[config.mk]
export PLATFORM = sky130hd
export DESIGN_NAME = systolic_feeder_3by3
export DESIGN_NICKNAME = d
export VERILOG_FILES = /design/src/rtl/systolic_feeder_3by3.sv
export SDC_FILE = /design/constraint.sdc
export NUM_CORES = 1
export LEC_CHECK = 0
export ABC_AREA = 1
export CORE_MARGIN = 8
export CORE_UTILIZATION = 50
export DETAILED_ROUTE_END_ITERATION = 8
export HOLD_SLACK_MARGIN = 0.06
export PLACE_DENSITY = 0.77
export SYNTH_ARGS = -nofsm -noshare
export SYNTH_HDL_FRONTEND = slang
export SYNTH_SLANG_ARGS = --single-unit
[constraint.sdc]
create_clock -name clk -period 11.9 [get_ports clk]
set_input_delay 3.57 -clock clk [delete_from_list [all_inputs] [get_ports clk]]
set_output_delay 3.57 -clock clk [all_outputs]
set_load 0.02 [all_outputs]
[src/rtl/systolic_feeder_3by3.sv]
// systolic_feeder_3by3
//
// Feeds a 3x3 output-stationary systolic array from two parallel-loaded 3x3
// matrices. On start, A and B are captured. The array accumulators are then
// cleared. A rows and B columns are streamed over five diagonally skewed
// beats. The block waits for the array pipeline to drain and then pulses done.
//
// Every output comes from a register, so each output lags the FSM state that
// produced it by one cycle.
//
// Ports
//   clk            rising-edge clock
//   reset          asynchronous, active-high; clears all state and outputs
//   start          job request, only looked at while idle
//   mat_a          A[i][k] at bits [(i*3+k)*DATA_W +: DATA_W]
//   mat_b          B[k][j] at bits [(k*3+j)*DATA_W +: DATA_W]
//   a_out_0..2     row i of A, skewed by i beats, to array in_a_0..2
//   b_out_0..2     column j of B, skewed by j beats, to array in_b_0..2
//   feed_valid     high on the five feed beats
//   arr_clr        one-cycle accumulator clear for the array
//   busy           high whenever the FSM is not idle
//   done           one-cycle completion pulse

module systolic_feeder_3by3 #(
  parameter int DATA_W       = 8,
  parameter int DRAIN_CYCLES = 4
) (
  input  logic                  clk,
  input  logic                  reset,
  input  logic                  start,
  input  logic [9*DATA_W-1:0]   mat_a,
  input  logic [9*DATA_W-1:0]   mat_b,
  output logic [DATA_W-1:0]     a_out_0,
  output logic [DATA_W-1:0]     a_out_1,
  output logic [DATA_W-1:0]     a_out_2,
  output logic [DATA_W-1:0]     b_out_0,
  output logic [DATA_W-1:0]     b_out_1,
  output logic [DATA_W-1:0]     b_out_2,
  output logic                  feed_valid,
  output logic                  arr_clr,
  output logic                  busy,
  output logic                  done
);

  typedef enum logic [2:0] {
    IDLE,
    CLEAR,
    FEED,
    DRAIN,
    DONE
  } state_t;

  state_t                     state_q, state_d;
  logic [2:0]                 beatCnt_q, beatCnt_d;
  logic [3:0]                 drainCnt_q, drainCnt_d;
  logic [9*DATA_W-1:0]        matA_q, matA_d;
  logic [9*DATA_W-1:0]        matB_q, matB_d;
  logic [2:0][DATA_W-1:0]     aOut_q, aOut_d;
  logic [2:0][DATA_W-1:0]     bOut_q, bOut_d;
  logic                       feedValid_q, feedValid_d;
  logic                       arrClr_q, arrClr_d;
  logic                       busy_q, busy_d;
  logic                       done_q, done_d;

  // Next state, counters, matrix capture and the next output values.
  // The outputs are decoded from the current state and loaded into
  // registers. That produces the one-cycle lag between a state and what
  // the array sees.
  always_comb begin
    int k;
    state_d     = state_q;
    beatCnt_d   = beatCnt_q;
    drainCnt_d  = drainCnt_q;
    matA_d      = matA_q;
    matB_d      = matB_q;
    aOut_d      = '0;
    bOut_d      = '0;
    feedValid_d = 1'b0;
    arrClr_d    = 1'b0;
    done_d      = 1'b0;
    k           = 0;

    case (state_q)
      IDLE: begin
        if (start) begin
          state_d = CLEAR;
          matA_d  = mat_a;
          matB_d  = mat_b;
        end
      end
      CLEAR: begin
        arrClr_d  = 1'b1;
        beatCnt_d = 3'd0;
        state_d   = FEED;
      end
      FEED: begin
        feedValid_d = 1'b1;
        // On beat t, lane n carries element k = t - n of its row or column.
        // Lanes whose k falls outside 0..2 stay at zero. Those zeros fill the
        // skew triangles at both ends of the stream.
        for (int n = 0; n < 3; n++) begin
          k = int'(beatCnt_q) - n;
          if (k >= 0 && k <= 2) begin
            aOut_d[n] = matA_q[(n*3+k)*DATA_W +: DATA_W];
            bOut_d[n] = matB_q[(k*3+n)*DATA_W +: DATA_W];
          end
        end
        if (beatCnt_q == 3'd4) begin
          beatCnt_d  = 3'd0;
          drainCnt_d = 4'd0;
          state_d    = DRAIN;
        end else begin
          beatCnt_d = beatCnt_q + 3'd1;
        end
      end
      DRAIN: begin
        if (drainCnt_q == 4'(DRAIN_CYCLES - 1)) begin
          drainCnt_d = 4'd0;
          state_d    = DONE;
        end else begin
          drainCnt_d = drainCnt_q + 4'd1;
        end
      end
      DONE: begin
        done_d  = 1'b1;
        state_d = IDLE;
      end
      default: begin
        state_d = IDLE;
      end
    endcase

    // busy follows the state register directly, so it is registered from
    // the next state instead of lagging by a cycle.
    busy_d = (state_d != IDLE);
  end

  // State, counters, captured matrices and output registers.
  // Reset takes effect immediately, which also kills a partial stream.
  always_ff @(posedge clk or posedge reset) begin
    if (reset) begin
      state_q     <= IDLE;
      beatCnt_q   <= 3'd0;
      drainCnt_q  <= 4'd0;
      matA_q      <= '0;
      matB_q      <= '0;
      aOut_q      <= '0;
      bOut_q      <= '0;
      feedValid_q <= 1'b0;
      arrClr_q    <= 1'b0;
      busy_q      <= 1'b0;
      done_q      <= 1'b0;
    end else begin
      state_q     <= state_d;
      beatCnt_q   <= beatCnt_d;
      drainCnt_q  <= drainCnt_d;
      matA_q      <= matA_d;
      matB_q      <= matB_d;
      aOut_q      <= aOut_d;
      bOut_q      <= bOut_d;
      feedValid_q <= feedValid_d;
      arrClr_q    <= arrClr_d;
      busy_q      <= busy_d;
      done_q      <= done_d;
    end
  end

  assign a_out_0    = aOut_q[0];
  assign a_out_1    = aOut_q[1];
  assign a_out_2    = aOut_q[2];
  assign b_out_0    = bOut_q[0];
  assign b_out_1    = bOut_q[1];
  assign b_out_2    = bOut_q[2];
  assign feed_valid = feedValid_q;
  assign arr_clr    = arrClr_q;
  assign busy       = busy_q;
  assign done       = done_q;

endmodule

== After elaboration in Yosys (flattened, before gate mapping) ==
Cells that the tools add are included.
Word-level totals
  bits in registers: 206
  output and inout port bits: 52
  input port bits: 147
  logic and storage cells: 74
Cells by class
  mux-type cells: 20
  reductions and logical operators: 9
  multiply operators: 3
  equal/unequal tests: 7
  $add $sub $neg: 8
  magnitude comparators: 6
  shift-type cells: 6
Operators with widths (count)
  $shiftx A72 B11 Y8: 2
  $shiftx A72 B8 Y8: 2
  $shiftx A72 B7 Y8: 1
  $shiftx A72 B9 Y8: 1
  $mux W24: 2
  $mux W8: 6
  $mul A4 B3 Y7 const B: 2
  $mux W3: 4
  $pmux W3 S4: 1
  $add A7 B2 Y8 const B: 1
  $add A7 B3 Y8 const B: 1
  $ge A4 B1 Y1 const B: 2
  $le A4 B3 Y1 const B: 2
  $mux W4: 2
  $pmux W4 S2: 1
  $eq A3 B2 Y1 const B: 2
  $eq A3 B3 Y1 const B: 2
  $pmux W3 S2: 1
  $add A3 B4 Y5 const A: 1
  $add A4 B4 Y5 const A: 1
  $mul A3 B2 Y5 const B: 1
  $add A4 B1 Y4 const B: 1
  $eq A4 B2 Y1 const B: 1
  $reduce_and A2 Y1: 2
  12 further kinds: 17

== Logic depth before layout (Yosys ltp) ==
  word-level depth: 6
  depth in mapped cells: 20
  depth with buffers taken out: 17

== Worst setup path after synthesis ==
Ideal clock, no wire load.
  path kind: input -> register
  start point: input port start
  end point: register busy_q (netlist: busy)
  arrival time: 4.344 ns
  library setup time: 0.135 ns
  required time: 11.765 ns
  stages on the path: 6
  path slack: 7.421 ns
  cell sequence: nand3_1 > buf_2 > inv_2 > buf_2 > nor3_1 > o21ai_0
Between the ends
  cells in the longest elaborated chain, start to end: 3
RTL lines
  start, declared: line 30  | input logic start,
  $mux W3: line 85  | if (start) begin
  $pmux W3 S4: line 83  | case (state_q)
  $reduce_bool A3 Y1: line 135  | busy_d = (state_d != IDLE);
  via busy_d: line 62  | logic busy_q, busy_d;
  end signal, assigned: line 163  | busy_q <= busy_d;
  end, declared: line 62
The timed path passes the listed nets, and every way through them passes these cells.
A chain may end at the register's enable or synchronous reset.

== Final worst setup path ==
  start point: input port start
  end point: register matA_q[45]
Between the ends
  cells in the longest elaborated chain, start to end: 1
RTL lines
  $reduce_and A2 Y1 (no source line)
  end signal, assigned: line 157  | matA_q <= matA_d;
  end, declared: line 56  | logic [9*DATA_W-1:0] matA_q, matA_d;
No other way between the ends.

==> results.yml <==
status:
  outcome: "finished, violations left"
  violations: "design-rule violations"
finish:
  syn_to_final_growth_pct: 26.16
  fin_nets: 1752
  drive_gt1_share_pct: 4.690
  post-route-util_pct: 64.18
  fin_area_um2: 13490
  fin_cells: 1877
grt:
  grt_usage_pct: 24.50
  grt_pass1_vias: 9894
  grt_overflow_total: 0
  antenna_found_initial: 2
  grt_max_degree: 132
  grt_first_pass_wirelength_mm: 51.99
setup_path:
  critPathArrivalTime_ps: 6450
  reg2regPathDepth: 15
  r2r_end: "b_out_1[7]$_DFF_PP0_"
  crit_chain: "clkdlybuf4s50_1, nand3_4, inv_4, buf_4, o21ai_0"
  crit_buf_inv: 3
  max_stage_delay_ps: 910
  timing.rr.start: "beatCnt_q[1]$_DFFE_PP0P_"
  crit_path_start_kind: "primary input"
  end_kind: "register"
  cpLargestDelayFamily: "buffers and inverters"
  slowest_stage: "buf_4"
  r2r_slack_ps: 7290
  worstSetupPathType: "primary input to register"
  critPathMaxFanout: 118
  cp.required_ps: 12240
timing:
  slew_headroom_pct: 21.99
  hold_viol_final: 0
  finalCriticalPeriod_ps: 6102
  fin_setup_tns_ps: 0
  holdWs_ps: 473.3
  worst_slew_pin_slew_ps: 1166
  finalClockSkew_ps: 17.40
  fin_crit_sh_pct: 51.28
  fin_ws_ps: 5798
  final-setup-viol-count: 0
  final_max_slew_viol_count: 0
  max_freq_mhz: 163.9
  rsz0062_at_grt: "false"
floorplan:
  die_y_um: 162.2
  initial_core_util_pct: 50.87
  die_area_um2: 26320
  core_um2: 21020
  io_pins: 199
  die_x_um: 162.2
  rows: 53
synthesis:
  yosysSeqAreaShare_pct: 48.20
  synth_edf_count: 0
  synthArstFlopShare_pct: 100.0
  dominantRegCellSynth: "dfrtp_1"
  synth_area_leader_cell: "dfrtp_1"
  synth_warnings: 0
  syn_inst: 1429
  yosys-top-cells-area: "dfrtp_1, nand2_1, o21ai_0"
  syn-cell-area_um2: 10690
  synthesis.nets: 1598
  synth.top_cell.area_share_pct: 48.20
  ys_top_cells_by_count: "nand2_1, dfrtp_1, o21ai_0, inv_1"
  yosysMostFrequentCell: "nand2_1"
  synthDistinctLibCells: 37
  synth-seq-cells: 206
  avgSynthCellArea_um2: 7.484
placed_design:
  routabilityCongestion: 0.9475
  pre_cts_ws_ps: 5271
  dp_cells: 1833
  hpwl_mm: 22.74
  placed_area_um2: 12740
  portBuffers: 198
cts:
  insertion_delay_ps: 520
  htree_levels: 1
  cts_resized: 0
  cts_setup_buffers: 0
  clk_pin_slew_ps: 60
  root_buffer: "clkbuf_16"
  postCtsHoldBufs: 0
  numCtsBuffers: 23
  cts.path.max_buffers: 3
  cts_tree: "built"
  cts.sinks: 206
route:
  vias: 10198
  first_pass_iters: 8
  via_per_inst: 5.433
  drcViolationCount: 1
  drtAntennaViolNets: 0
  drt-initial-drc-count: 1212
  wl_per_cell_um: 17.42
  routed_wl_mm: 32.70
job:
  cap_violations: 0
min_path:
  worstHoldStart: "matA_q[34]$_DFFE_PP0P_"
  hold_end: "matA_q[34]$_DFFE_PP0P_"
  hold_depth: 2
  hold_path_class: "register to register"
pwr:
  vdd_drop_max_mv: 0.1734
  finalPower_mw: 4.176
  powerDensity_nw_per_um2: 309.5
  p_leak_nw: 6.446
layout by cell type (no fill, tap or decap), types with 5 or more instances in the layout:
| master | count |
|---|---|
| nand4_1 | 14 |
| clkdlybuf4s50_1 | 198 |
| nand2_1 | 589 |
| inv_2 | 8 |
| nand3_1 | 64 |
| inv_1 | 86 |
| o22ai_1 | 5 |
| o21ai_1 | 11 |
| clkbuf_1 | 6 |
| clkbuf_16 | 23 |
| ha_1 | 22 |
| buf_4 | 9 |
| o211ai_1 | 7 |
| a21oi_1 | 55 |
| nor2_1 | 65 |
| dfrtp_1 | 204 |
| a211oi_1 | 6 |
| o21ai_0 | 163 |
| a31oi_1 | 13 |
area by class of cell:
class / instances / area [µm²]
Fill cell: 1819 / 7530
Clock buffer: 32 / 639.4
Multi-Input combinational cell: 1048 / 4811
Tap cell: 275 / 344.1
Sequential cell: 206 / 5160
Timing Repair Buffer: 207 / 2049
Antenna cell: 3 / 7.507
Inverter: 97 / 374.1
Clock inverter: 9 / 106.4
worst max path at each step:
stage	startpoint	to	cells after the start
after floorplan	reset	a_out_0[0]$_DFF_PP0_	1
after global placement	start	matA_q[9]$_DFFE_PP0P_	5
after detailed placement	start	matA_q[45]$_DFFE_PP0P_	5
after CTS	start	matA_q[45]$_DFFE_PP0P_	5
after global routing	start	matB_q[7]$_DFFE_PP0P_	5
final	start	matA_q[45]$_DFFE_PP0P_	5
sequential cells by signal, summed over array words and instances, names as in the netlist:
signal	cells
state_q	3
matA_q	72
feed_valid	1
drainCnt_q	4
a_out_2	8
arr_clr	1
a_out_0	8
b_out_2	8
matB_q	72
b_out_0	8
done	1
beatCnt_q	3
a_out_1	8
busy	1
b_out_1	8
power breakdown:
group | leakage, nW | internal [mW] | switching (mW)
logic | 3.47 | 0.722 | 1.58
registers | 2.62 | 0.991 | 0.178
clock network | 0.357 | 0.419 | 0.290
total | 6.45 | 2.13 | 2.04
metal layers:
metal	vias to the layer above	part of all wire, %	track usage, %
li1	4880	-	-
met1	4789	42	33.27
met2	469	46	38.47
met3	60	9.4	5.492
met4	0	2.6	7.071
met5	-	0	1.183
worst min-delay path, delay by kind of cell, from the launching register on:
| family | cells | cell delay (ps) |
|---|---|---|
| simple gates | 2 | 100 |
| flops | 1 | 340 |
kinds of logic (layout without fill, tap and decap cells):
group                      count (synthesis)  in the layout  share of synthesized area, %
DFF                                      206            206                         48.20
AOI/OAI and AO/OA                        262            262                         12.94
other                                      0              3                             0
buffers and inverters                    175            345                         6.926
xor gates and xnor gates                   9              9                        0.8776
adders and majority gates                 22             22                         2.574
and+or+nand+nor                          755            755                         28.48
Power figures use the tool's default switching activity.
==> variant, RTL diff (same flow settings) <==
Register the inputs `start`, `mat_a` and `mat_b` before use. The logic sees them one clock later.
--- a/src/rtl/systolic_feeder_3by3.sv
+++ b/src/rtl/systolic_feeder_3by3.sv
@@ -52,2 +52,12 @@
 
+  logic start_q;
+  logic [9*DATA_W-1:0] mat_a_q;
+  logic [9*DATA_W-1:0] mat_b_q;
+
+  always_ff @(posedge clk) begin
+    start_q <= start;
+    mat_a_q <= mat_a;
+    mat_b_q <= mat_b;
+  end
+
   state_t                     state_q, state_d;
@@ -84,6 +94,6 @@
       IDLE: begin
-        if (start) begin
+        if (start_q) begin
           state_d = CLEAR;
-          matA_d  = mat_a;
-          matB_d  = mat_b;
+          matA_d  = mat_a_q;
+          matB_d  = mat_b_q;
         end
Formal check against the unedited RTL: not equivalent (a bounded check fails within 4 cycles, from zero or initial values and one cycle with reset high).
==> variant against the unedited design <==
Setup slack better by 0.85 ns. Routed wire length up 11%. Final area up 27%. Via count up 7.3%. Utilization down 0.37 points. Sequential cell count up 145. Synthesized cell count up 9.4%. Synthesized area up 27%. Power up 25%. Critical endpoint is now b_out_1[0]. Largest cell class unchanged. Highest routed layer is now met5.
==> variant: results (changes against the unedited design) <==
yosys:
  mappedNetlistNets: 1732  # +8.4%
  synthTopCellsByCount: "nand2_1, dfrtp_1, o21ai_0"
  synth_cell_types: 41  # +11%
  yosysSeqAreaShare_pct: 59.2  # +11 points
pwr:
  vdd_ir_drop_max_mv: 0.170  # -1.8%
  p_leak_nw: 7.96  # +24%
worst_setup_path:
  crit_arrival_ns: 5.75  # -0.70 ns
  cp_slowest_cell: "buf_4"
  cp_max_fo: 126  # +6.8%
finish:
  nets: 1901  # +8.5%
  drive_above_1_share_pct: 5.96  # +1.3 points
  fillCellCount: 2232  # +23%
  n_antenna_cell: 0  # -3
detailed_routing:
  viasPerCell: 5.21  # -4.2%
  dr.pass1.iters: 6  # -2
  drtIter0Drc: 1136  # -6.3%
  postRouteWirelength_um: 36400  # +11%
sta:
  clock-skew-final_ns: 0.0199  # +0.00247 ns
  hold_ws_ns: 0.422  # -0.0515 ns
placement:
  gp_congestion: 0.883  # -6.8%
  place_area_um2: 15700  # +24%
cts:
  numCtsBuffers: 37  # +61%
  clkLatencyLatePin_ns: 0.53
  ctsHtreeMaxLevel: 2  # +1
status:
  outcome: "finished clean"
global_routing:
  grt_pass1_vias: 10800  # +8.8%
  grt_first_pass_wirelength_um: 58400  # +12%
  antenna_found_initial: 1  # -1
  grt_use_total_pct: 22.1  # -2.4 points
==> variant: changes by cell type in the layout (fill, tap and decap cells not counted), sizes merged, moves of 8 or more <==
| cell | before | now |
|---|---|---|
| clkbuf | 32 | 52 |
| dfxtp | 0 | 145 |
| nand2 | 593 | 574 |
| nand3 | 66 | 83 |
| o211ai | 7 | 15 |
| o21ai | 174 | 163 |
==> variant: final timing paths <==
check	slack, ns	end	start	depth (start not counted)
worst max-delay path	6.65	b_out_1[0]	reset	3
worst min-delay path	0.42	matB_q[44]	mat_b_q[44]	2
worst min register to register	0.42	matB_q[44]	mat_b_q[44]	2
worst max register to register	7.11	b_out_1[7]	beatCnt_q[1]	15
max in group clk	6.76	b_out_1[7]	b_out_1[7]	1
min in group asynchronous	3.65	matB_q[61]	reset	2
==> variant: worst max-delay path, delay by kind of cell <==
family                 cells  cell delay (ns)
buffers and inverters      3             2.03
==> variant: power by group <==
group          switching [mW]  internal [mW]  leakage, nW
logic                    1.55          0.731         3.44
clock network           0.487          0.746        0.676
registers               0.209           1.50         3.85
total                    2.25           2.98         7.96
==> variant: per-layer routing <==
layer	routed length (um)	part of all wire (%)	track usage [%]
met1	16200	45	31.2
met2	16500	45	34.2
met3	2880	7.9	4.39
met4	801	2.2	6.38
met5	17	0.047	0
==> variant: layout make-up <==
cell class	instances	share of cell area, %
tap	341	2.49
inverter	99	2.23
clock inverter	16	1.06
clock buffer	52	6.89
sequential	351	47.1
multi-input combinational	1036	28.2
timing repair buffer	207	12.0
==> variant: through the flow <==
stage | power (mW) | utilization [%] | worst slack [ns] | cells
after floorplan | 3.28 | - | 2.71 | 1563
final | 5.23 | 63.8 | 6.65 | 2102
after global placement | 3.90 | 58.7 | 6.07 | 2034
after CTS | 5.22 | 63.8 | 6.57 | 2102
after detailed placement | 3.96 | 58.7 | 6.02 | 2034
after global routing | 5.61 | 63.8 | 6.32 | 2102
==> variant: cell families after synthesis <==
kind of cell / count (synthesis) / share of synthesized area, %
and+or+nand+nor: 754 / 22.6
DFF: 351 / 59.2
AOI/OAI and AO/OA: 251 / 9.92
buffers and inverters: 176 / 5.39
adders and majority gates: 22 / 2.02
xor gates and xnor gates: 9 / 0.773
